$ cat src/rtl/sram_port_arbiter_pkg.sv
// Shared encodings for the SRAM port arbiter: requester owner tags,
// lock-state encoding and the default outstanding-transaction depth.
package sram_port_arbiter_pkg;

  localparam int OUTSTANDING_DEF = 4;

  typedef enum logic {
    OWNER_INST = 1'b0,
    OWNER_DATA = 1'b1
  } owner_e;

  typedef enum logic {
    ARB_IDLE = 1'b0,
    ARB_LOCK = 1'b1
  } arb_state_e;

endpackage

$ cat src/rtl/sram_port_arbiter_owner_fifo.sv
// In-order owner FIFO: one owner tag per accepted address phase, popped
// when the matching data beat returns. A push into a full FIFO is blocked
// unless a pop happens in the same cycle.
module arb_owner_fifo
  import sram_port_arbiter_pkg::*;
#(
  parameter int OUTSTANDING = OUTSTANDING_DEF,
  parameter int PTR_W       = 2
) (
  input  logic         clk,
  input  logic         reset,
  input  logic         push,
  input  logic         pop,
  input  owner_e       din,
  output owner_e       dout,
  output logic         full,
  output logic         empty,
  output logic [PTR_W:0] count
);

  owner_e             slot_q [OUTSTANDING];
  owner_e             slot_d [OUTSTANDING];
  logic [PTR_W-1:0]   wr_ptr_q, wr_ptr_d;
  logic [PTR_W-1:0]   rd_ptr_q, rd_ptr_d;
  logic [PTR_W:0]     count_q, count_d;
  logic               push_ok, pop_ok;

  assign full    = (count_q == (PTR_W+1)'(OUTSTANDING));
  assign empty   = (count_q == '0);
  assign count   = count_q;
  assign dout    = slot_q[rd_ptr_q];
  assign pop_ok  = pop & ~empty;
  assign push_ok = push & (~full | pop_ok);

  // Next-state for storage, pointers (wrap naturally at power-of-two depth) and occupancy
  always_comb begin
    slot_d   = slot_q;
    wr_ptr_d = wr_ptr_q;
    rd_ptr_d = rd_ptr_q;
    count_d  = count_q;
    if (push_ok) begin
      slot_d[wr_ptr_q] = din;
      wr_ptr_d         = wr_ptr_q + PTR_W'(1);
    end
    if (pop_ok) begin
      rd_ptr_d = rd_ptr_q + PTR_W'(1);
    end
    case ({push_ok, pop_ok})
      2'b10:   count_d = count_q + (PTR_W+1)'(1);
      2'b01:   count_d = count_q - (PTR_W+1)'(1);
      default: count_d = count_q;
    endcase
  end

  // Control state; reset empties the FIFO
  always_ff @(posedge clk) begin
    if (reset) begin
      wr_ptr_q <= '0;
      rd_ptr_q <= '0;
      count_q  <= '0;
    end else begin
      wr_ptr_q <= wr_ptr_d;
      rd_ptr_q <= rd_ptr_d;
      count_q  <= count_d;
    end
  end

  // Tag storage carries no reset; occupancy decides validity
  always_ff @(posedge clk) begin
    slot_q <= slot_d;
  end

endmodule

$ cat src/rtl/sram_port_arbiter.sv
// Shares one addr_ok/data_ok SRAM-like port between the fetch and data
// requesters. Fixed data-over-inst priority by default; define ARB_RR_EN
// for round-robin arbitration. A grant is held (LOCK) until mem_addr_ok.
module sram_port_arbiter
  import sram_port_arbiter_pkg::*;
#(
  parameter int OUTSTANDING = OUTSTANDING_DEF,
  parameter int OWN_PTR_W   = 2
) (
  input  logic        clk,
  input  logic        reset,
  input  logic        inst_req,
  input  logic        inst_wr,
  input  logic [1:0]  inst_size,
  input  logic [3:0]  inst_wstrb,
  input  logic [31:0] inst_addr,
  input  logic [31:0] inst_wdata,
  output logic        inst_addr_ok,
  output logic        inst_data_ok,
  output logic [31:0] inst_rdata,
  input  logic        data_req,
  input  logic        data_wr,
  input  logic [1:0]  data_size,
  input  logic [3:0]  data_wstrb,
  input  logic [31:0] data_addr,
  input  logic [31:0] data_wdata,
  output logic        data_addr_ok,
  output logic        data_data_ok,
  output logic [31:0] data_rdata,
  output logic        mem_req,
  output logic        mem_wr,
  output logic [1:0]  mem_size,
  output logic [3:0]  mem_wstrb,
  output logic [31:0] mem_addr,
  output logic [31:0] mem_wdata,
  input  logic        mem_addr_ok,
  input  logic        mem_data_ok,
  input  logic [31:0] mem_rdata
);

  arb_state_e         state_q, state_d;
  owner_e             lock_own_q, lock_own_d;
  owner_e             grant, head;
  logic               gnt_req, can_push, push, pop_ok;
  logic               fifo_full, fifo_empty;
  logic [OWN_PTR_W:0] owner_cnt;
  logic [31:0]        inst_rdata_q, inst_rdata_d;
  logic [31:0]        data_rdata_q, data_rdata_d;
  logic               proto_err_q, proto_err_d;
`ifdef ARB_RR_EN
  owner_e             rr_q, rr_d;
`endif

  arb_owner_fifo #(
    .OUTSTANDING (OUTSTANDING),
    .PTR_W       (OWN_PTR_W)
  ) u_owner_fifo (
    .clk   (clk),
    .reset (reset),
    .push  (push),
    .pop   (pop_ok),
    .din   (grant),
    .dout  (head),
    .full  (fifo_full),
    .empty (fifo_empty),
    .count (owner_cnt)
  );

  assign pop_ok   = mem_data_ok & ~fifo_empty & ~reset;
  assign can_push = ~fifo_full | pop_ok;

  // Grant selection: frozen while locked, otherwise arbitrate between requesters
  always_comb begin
    grant   = OWNER_DATA;
    gnt_req = 1'b0;
    if (state_q == ARB_LOCK) begin
      grant   = lock_own_q;
      gnt_req = (lock_own_q == OWNER_DATA) ? data_req : inst_req;
    end else begin
`ifdef ARB_RR_EN
      if (data_req && inst_req) grant = rr_q;
      else if (inst_req)        grant = OWNER_INST;
      else                      grant = OWNER_DATA;
`else
      grant = (inst_req && !data_req) ? OWNER_INST : OWNER_DATA;
`endif
      gnt_req = data_req | inst_req;
    end
  end

  assign mem_req   = gnt_req & can_push & ~reset;
  assign mem_wr    = (grant == OWNER_DATA) ? data_wr    : inst_wr;
  assign mem_size  = (grant == OWNER_DATA) ? data_size  : inst_size;
  assign mem_wstrb = (grant == OWNER_DATA) ? data_wstrb : inst_wstrb;
  assign mem_addr  = (grant == OWNER_DATA) ? data_addr  : inst_addr;
  assign mem_wdata = (grant == OWNER_DATA) ? data_wdata : inst_wdata;

  assign push         = mem_req & mem_addr_ok;
  assign inst_addr_ok = push & (grant == OWNER_INST);
  assign data_addr_ok = push & (grant == OWNER_DATA);

  assign inst_data_ok = pop_ok & (head == OWNER_INST);
  assign data_data_ok = pop_ok & (head == OWNER_DATA);
  assign inst_rdata   = inst_data_ok ? mem_rdata : inst_rdata_q;
  assign data_rdata   = data_data_ok ? mem_rdata : data_rdata_q;

  // Lock tracking, read-data hold registers, protocol error flag, RR pointer
  always_comb begin
    state_d      = ARB_IDLE;
    lock_own_d   = lock_own_q;
    if (mem_req && !mem_addr_ok) begin
      state_d    = ARB_LOCK;
      lock_own_d = grant;
    end
    inst_rdata_d = inst_rdata;
    data_rdata_d = data_rdata;
    proto_err_d  = proto_err_q | (mem_data_ok & (owner_cnt == '0));
`ifdef ARB_RR_EN
    rr_d = rr_q;
    if (push) rr_d = (grant == OWNER_DATA) ? OWNER_INST : OWNER_DATA;
`endif
  end

  // Register update with synchronous reset
  always_ff @(posedge clk) begin
    if (reset) begin
      state_q      <= ARB_IDLE;
      lock_own_q   <= OWNER_DATA;
      inst_rdata_q <= '0;
      data_rdata_q <= '0;
      proto_err_q  <= 1'b0;
`ifdef ARB_RR_EN
      rr_q         <= OWNER_DATA;
`endif
    end else begin
      state_q      <= state_d;
      lock_own_q   <= lock_own_d;
      inst_rdata_q <= inst_rdata_d;
      data_rdata_q <= data_rdata_d;
      proto_err_q  <= proto_err_d;
`ifdef ARB_RR_EN
      rr_q         <= rr_d;
`endif
    end
  end

endmodule

$ cat config.mk
export PLATFORM = sky130hd
export DESIGN_NAME = sram_port_arbiter
export DESIGN_NICKNAME = d
export VERILOG_FILES = /design/src/rtl/sram_port_arbiter_pkg.sv /design/src/rtl/sram_port_arbiter_owner_fifo.sv /design/src/rtl/sram_port_arbiter.sv
export SDC_FILE = /design/constraint.sdc
export NUM_CORES = 1
export LEC_CHECK = 0
export ABC_AREA = 1
export BUFFER_PORTS_ARGS = -buffer_cell sky130_fd_sc_hd__buf_2
export CAP_MARGIN = 20
export CORE_AREA = 5 5 120 122
export CTS_BUF_LIST = sky130_fd_sc_hd__clkbuf_8
export DETAILED_ROUTE_END_ITERATION = 16
export DIE_AREA = 0 0 125 127
export PLACE_DENSITY = 0.69
export SLEW_MARGIN = 20
export SYNTH_ARGS = -nofsm -noshare
export SYNTH_HDL_FRONTEND = slang
export SYNTH_HIERARCHICAL = 1
export SYNTH_SLANG_ARGS = --single-unit
$ cat constraint.sdc
create_clock -name clk -period 3.66 [get_ports clk]
set_input_delay 0.549 -clock clk [delete_from_list [all_inputs] [get_ports clk]]
set_output_delay 0.549 -clock clk [all_outputs]
set_load 0.05 [all_outputs]
== Word-level counts from Yosys, hierarchy flattened ==
Index checks and enable logic that the tools add are counted.
Widths: inputs -> output; s select.

* Flip-flop bits (word level): 77
* Logic and storage cells: 68

* Muxes and demuxes: 19
* $lt $le $gt $ge: 3
* Bitwise operators: 21
* Reduce and logical (&&, ||, !) cells: 7
* Add/sub/neg operators: 4
* Equality and inequality tests: 3

{| class="wikitable"
|+ Operators with widths
! kind !! count
|-
| $mux 32 || 4
|-
| $and 1x1->1 || 11
|-
| $mux 1 || 9
|-
| $ge 3x3->1 const B || 2
|-
| $not 2->3 || 2
|-
| $pmux 3 s2 || 1
|-
| $not 1->1 || 5
|-
| $add 2x1->2 const B || 2
|-
| $bwmux 4 || 1
|-
| $mux 4 || 1
|-
| $add 3x1->3 const B || 1
|-
| $eq 3x3->1 const B || 1
|-
| $logic_and 1x1->1 || 3
|-
| $logic_not 3->1 || 1
|-
| $lt 3x1->1 const B || 1
|-
| $or 1x1->1 || 3
|-
| $sub 3x1->3 const B || 1
|-
| $bmux 1 s2 || 1
|-
| $demux 1 s2 || 1
|-
| $eq 2x1->1 const B || 1
|-
| $eq 2x2->1 const B || 1
|-
| $logic_not 1->1 || 2
|-
| $mux 2 || 1
|-
| $reduce_bool 2->1 || 1
|}

== Logic depth before layout (Yosys ltp) ==
* Depth in word-level cells: 11
* Depth in mapped cells: 18
* Gate-level depth less buffers: 18

== Hierarchy ==
The synthesis kept the hierarchy.

{| class="wikitable"
|+ Modules (own cells, without submodules)
! module !! cells an instance !! times used !! area each (µm²)
|-
| sram_port_arbiter || 669 || 1 || 3812.4
|-
| arb_owner_fifo || 80 || 1 || 614.3
|}

== Worst setup path after synthesis ==
Ideal clock, no wire load.

* Path kind: input to output
* Start point: in reset
* End point: out data_addr_ok
* Path slack: 1.172 ns
* Cell stages on the path: 6
* Data arrival time: 1.939 ns
* Data required time: 3.111 ns
* Path through: or2_2 nand2_1 nand2_1 nor2_1 inv_1 nor2_1

* Word-level cells in the longest chain between the ends: 7

{| class="wikitable"
|+ RTL lines
! item !! line !! RTL
|-
| start, declared || sram_port_arbiter.sv:11 || <nowiki>input logic reset,</nowiki>
|-
| $not 1->1 * || sram_port_arbiter.sv:69, sram_port_arbiter.sv:91 ||
|-
| $and 1x1->1 || sram_port_arbiter.sv:69 || <nowiki>assign pop_ok = mem_data_ok & ~fifo_empty & ~reset;</nowiki>
|-
| $or 1x1->1 || sram_port_arbiter.sv:70 || <nowiki>assign can_push = ~fifo_full | pop_ok;</nowiki>
|-
| $and 1x1->1 || sram_port_arbiter.sv:91 || <nowiki>assign mem_req = gnt_req & can_push & ~reset;</nowiki>
|-
| $and 1x1->1 * || sram_port_arbiter.sv:91 ||
|-
| $and 1x1->1 * || sram_port_arbiter.sv:98 || <nowiki>assign push = mem_req & mem_addr_ok;</nowiki>
|-
| via push || sram_port_arbiter.sv:44 || <nowiki>logic gnt_req, can_push, push, pop_ok;</nowiki>
|-
| $and 1x1->1 * || sram_port_arbiter.sv:100 || <nowiki>assign data_addr_ok = push & (grant == OWNER_DATA);</nowiki>
|-
| end, declared || sram_port_arbiter.sv:27 || <nowiki>output logic data_addr_ok,</nowiki>
|}

The timed path passes the listed nets; every way through them passes the cells marked *.

== Worst setup path after layout ==
* Start point: reg u_owner_fifo.count_q[1], in the netlist u_owner_fifo/count[1]
* End point: out inst_rdata[13]

* Word-level cells in the longest chain between the ends: 6

{| class="wikitable"
|+ RTL lines
! item !! line !! RTL
|-
| start, declared || sram_port_arbiter_owner_fifo.sv:25 || <nowiki>logic [PTR_W:0] count_q, count_d;</nowiki>
|-
| start signal, assigned || sram_port_arbiter_owner_fifo.sv:64 || <nowiki>count_q <= count_d;</nowiki>
|-
| $logic_not 3->1 || sram_port_arbiter_owner_fifo.sv:29 || <nowiki>assign empty = (count_q == '0);</nowiki>
|-
| via fifo_empty || sram_port_arbiter.sv:45 || <nowiki>logic fifo_full, fifo_empty;</nowiki>
|-
| $not 1->1 || sram_port_arbiter.sv:69 ||
|-
| $and 1x1->1 (2 in a row) || sram_port_arbiter.sv:69 ||
|-
| via pop_ok || sram_port_arbiter.sv:44 ||
|-
| $and 1x1->1 || sram_port_arbiter.sv:102 || <nowiki>assign inst_data_ok = pop_ok & (head == OWNER_INST);</nowiki>
|-
| $mux 32 || sram_port_arbiter.sv:104 || <nowiki>assign inst_rdata = inst_data_ok ? mem_rdata : inst_rdata_q;</nowiki>
|-
| end, declared || sram_port_arbiter.sv:20 || <nowiki>output logic [31:0] inst_rdata,</nowiki>
|}

The timed path passes the listed nets, and every way through them passes these cells.

==> results.ini <==
[run_status]
outcome = finished, final reports clean

[setup_path]
cp.arrival_ns = 2.47
reg2regPathDepth = 11
r2r_setup_slack_ns = 1.23
cp_common_cell = inv_1
startpoint_type = flip-flop
slowest_delay_ns = 0.46
crit_chain = nor2_2, nand2_2, inv_1, inv_1, nand3_2, inv_2, nand2_2, buf_4, nand2_1, o21ai_1, inv_1, buf_2
end_kind = output pin
critical_path_required_ns = 3.11
crit_path_top_delay_cell = buf_4
path_max_fanout = 44
crit_type = reg2out

[sta]
finalClockSkew_ns = 0.01083
slew_headroom_pct = 48.25
hold_viol = 0
setup_viol = 0
period_minus_slack_ns = 3.018
fin_hold_ws_ns = 0.4609
rsz0062_at_grt = false
slew_viol_final = 0
worst_slew_pin_slew_ns = 0.7762
fmax_mhz = 331.4
tns_ns = 0
setup_ws_ns = 0.6421
finalCritPeriodShare_pct = 82.46

[grt]
overflow = 0
antenna_found_initial = 3
grt_max_degree = 78
grt_pass1_wl_microns = 26160
grt_use_total_pct = 20.90
first_global_vias = 4803

[power]
p_leak_uw = 0.004356
p_per_area_mw_per_mm2 = 407.3
peakVddDrop_uv = 145.2

[synthesis]
synth_area_leaders = dfxtp_1 33%, nand2_1 25%, inv_1 13%
synthCells = 749
synth_nets = 935
yosysTopAreaCellShare_pct = 33.01
ys_ff_latch = 77
synth_top_cell_by_area = dfxtp_1
synth.avg_cell_area_sq_um = 5.910
synth.distinct_cells = 24
yosysWarningCount = 6
ys_seq_area_share_pct = 35.73
syn_area_sq_mm = 0.004427

[clock_tree]
cts_resized = 0
cts.clk_slew.worst_paths_ns = 0.08
cts.htree.levels = 3
cts_made_buffers = 9
clockRootBuffer = clkbuf_8
cts_sinks = 77
cts_tree = yes
hold_buffers = 0
clock_latency_ns = 0.34
post_cts_buffers = 0
clk_path_buf_depth = 2

[floorplan]
ioPinCount = 320
die_y_microns = 127
coreArea_sq_mm = 0.01309
die_area_sq_mm = 0.01588
rows = 42
die_w_microns = 125
initial_core_util_pct = 33.83

[worst_hold_path]
hp-class = in2reg
holdPathStages = 3

[layout]
fillers = 1414
layout-drive-gt1-share_pct = 33.40
instances_no_fill = 1231
finalNetCount = 1235
syn_to_final_growth_pct = 40.73
fin_area_sq_mm = 0.006230

[detailed_routing]
wire_per_inst_microns = 14.41
drt-initial-drc-count = 333
drt_pass1_iterations = 5
drc_errors = 0
routed_wl_microns = 17740
vias = 5237
vias_per_cell = 4.254
antenna_left = 0

[place]
dpl.cell_count = 1214
gp_congestion = 0.9046
place_area_sq_mm = 0.006055
place_hpwl_microns = 14820
pre_cts_slack_ns = 0.9319
io_buffers = 319

[run]
maxCapViolCount = 0

## registers in the layout, summed over array words and instances, names as in the netlist
| register | cells |
|---|---|
| data_rdata_q | 32 |
| u_owner_fifo/wr_ptr_q | 2 |
| u_owner_fifo/rd_ptr_q | 2 |
| lock_own_q | 1 |
| state_q | 1 |
| u_owner_fifo/count | 3 |
| u_owner_fifo/slot_q | 4 |
| inst_rdata_q | 32 |
## through the flow
step | total power (uW) | util (%)
after floorplan | 1679 | -
after global placement | 1993 | 46.27
after detailed placement | 1997 | 46.27
after CTS | 2570 | 47.59
after global routing | 2682 | 47.61
final | 2537 | 47.61
## logic make-up after synthesis
group           Yosys count  synth area share [%]
simple gates            396                 34.48
buf+inv                 196                 19.53
flops                    77                 35.73
fa+ha+maj                 6                 1.865
compound gates           74                 8.395
## final cells by class
cell class	count	area [sq um]	area share (%)
inverter	160	600.6	9.640
multi-input combinational	476	1983	31.83
tap	176	220.2	3.535
sequential	77	1582	25.39
antenna	1	2.502	0.04017
clock inverter	7	48.80	0.7833
timing repair buffer	325	1669	26.79
clock buffer	9	123.9	1.988
## worst paths after layout
check	end	from
worst min register to register	u_owner_fifo/rd_ptr_q[1]	u_owner_fifo/rd_ptr_q[1]
worst max register to register	u_owner_fifo/count[1]	u_owner_fifo/count[2]
worst max-delay path	inst_rdata[13]	u_owner_fifo/count[1]
worst min-delay path	lock_own_q	reset
## cells in the mapped netlist
| cell type | count |
|---|---|
| nor2_1 | 79 |
| nand4_1 | 1 |
| clkbuf_1 | 7 |
| or2_2 | 1 |
| buf_6 | 12 |
| o21ai_1 | 64 |
| ha_1 | 5 |
| nor2_2 | 1 |
| nor3_1 | 1 |
| nand3_1 | 7 |
| fa_1 | 1 |
| nand2_2 | 4 |
| buf_2 | 8 |
| clkbuf_2 | 2 |
| a21oi_1 | 5 |
| nand3_2 | 2 |
| edfxtp_1 | 4 |
| o22ai_1 | 1 |
| inv_2 | 3 |
| dfxtp_1 | 73 |
| o21ai_0 | 4 |
| buf_4 | 7 |
| inv_1 | 157 |
| nand2_1 | 300 |
## routing by layer
layer	routed length, microns	part of all wire, %	track usage (%)
met1	7267	41	25.45
met2	8530	48	35.87
met3	1496	8.4	6.344
met4	405	2.3	6.059
met5	36	0.20	0
## layout by cell type (no fill, tap or decap), drive strengths merged
cell and instances:
buf 325, nand2 304, inv 163, nor2 80
dfxtp 73, o21ai 68, clkbuf 9, nand3 9
a21oi 5, ha 5, edfxtp 4, clkinvlp 3
diode 1, or2 1, nand4 1, clkinv 1
nor3 1, o22ai 1, fa 1
## where the power goes
group	internal (uW)	switching, uW
sequential	883	14.2
clock	247	320
combinational	259	814
total	1390	1150
## critical path: cells and delay by family (launching register included)
| family | cells | cell delay [ns] |
|---|---|---|
| buffers and inverters | 6 | 0.92 |
| AOI/OAI and AO/OA | 1 | 0.12 |
| and+or+nand+nor | 5 | 0.72 |
| DFF | 1 | 0.34 |
(Power assumes the default switching activity.)
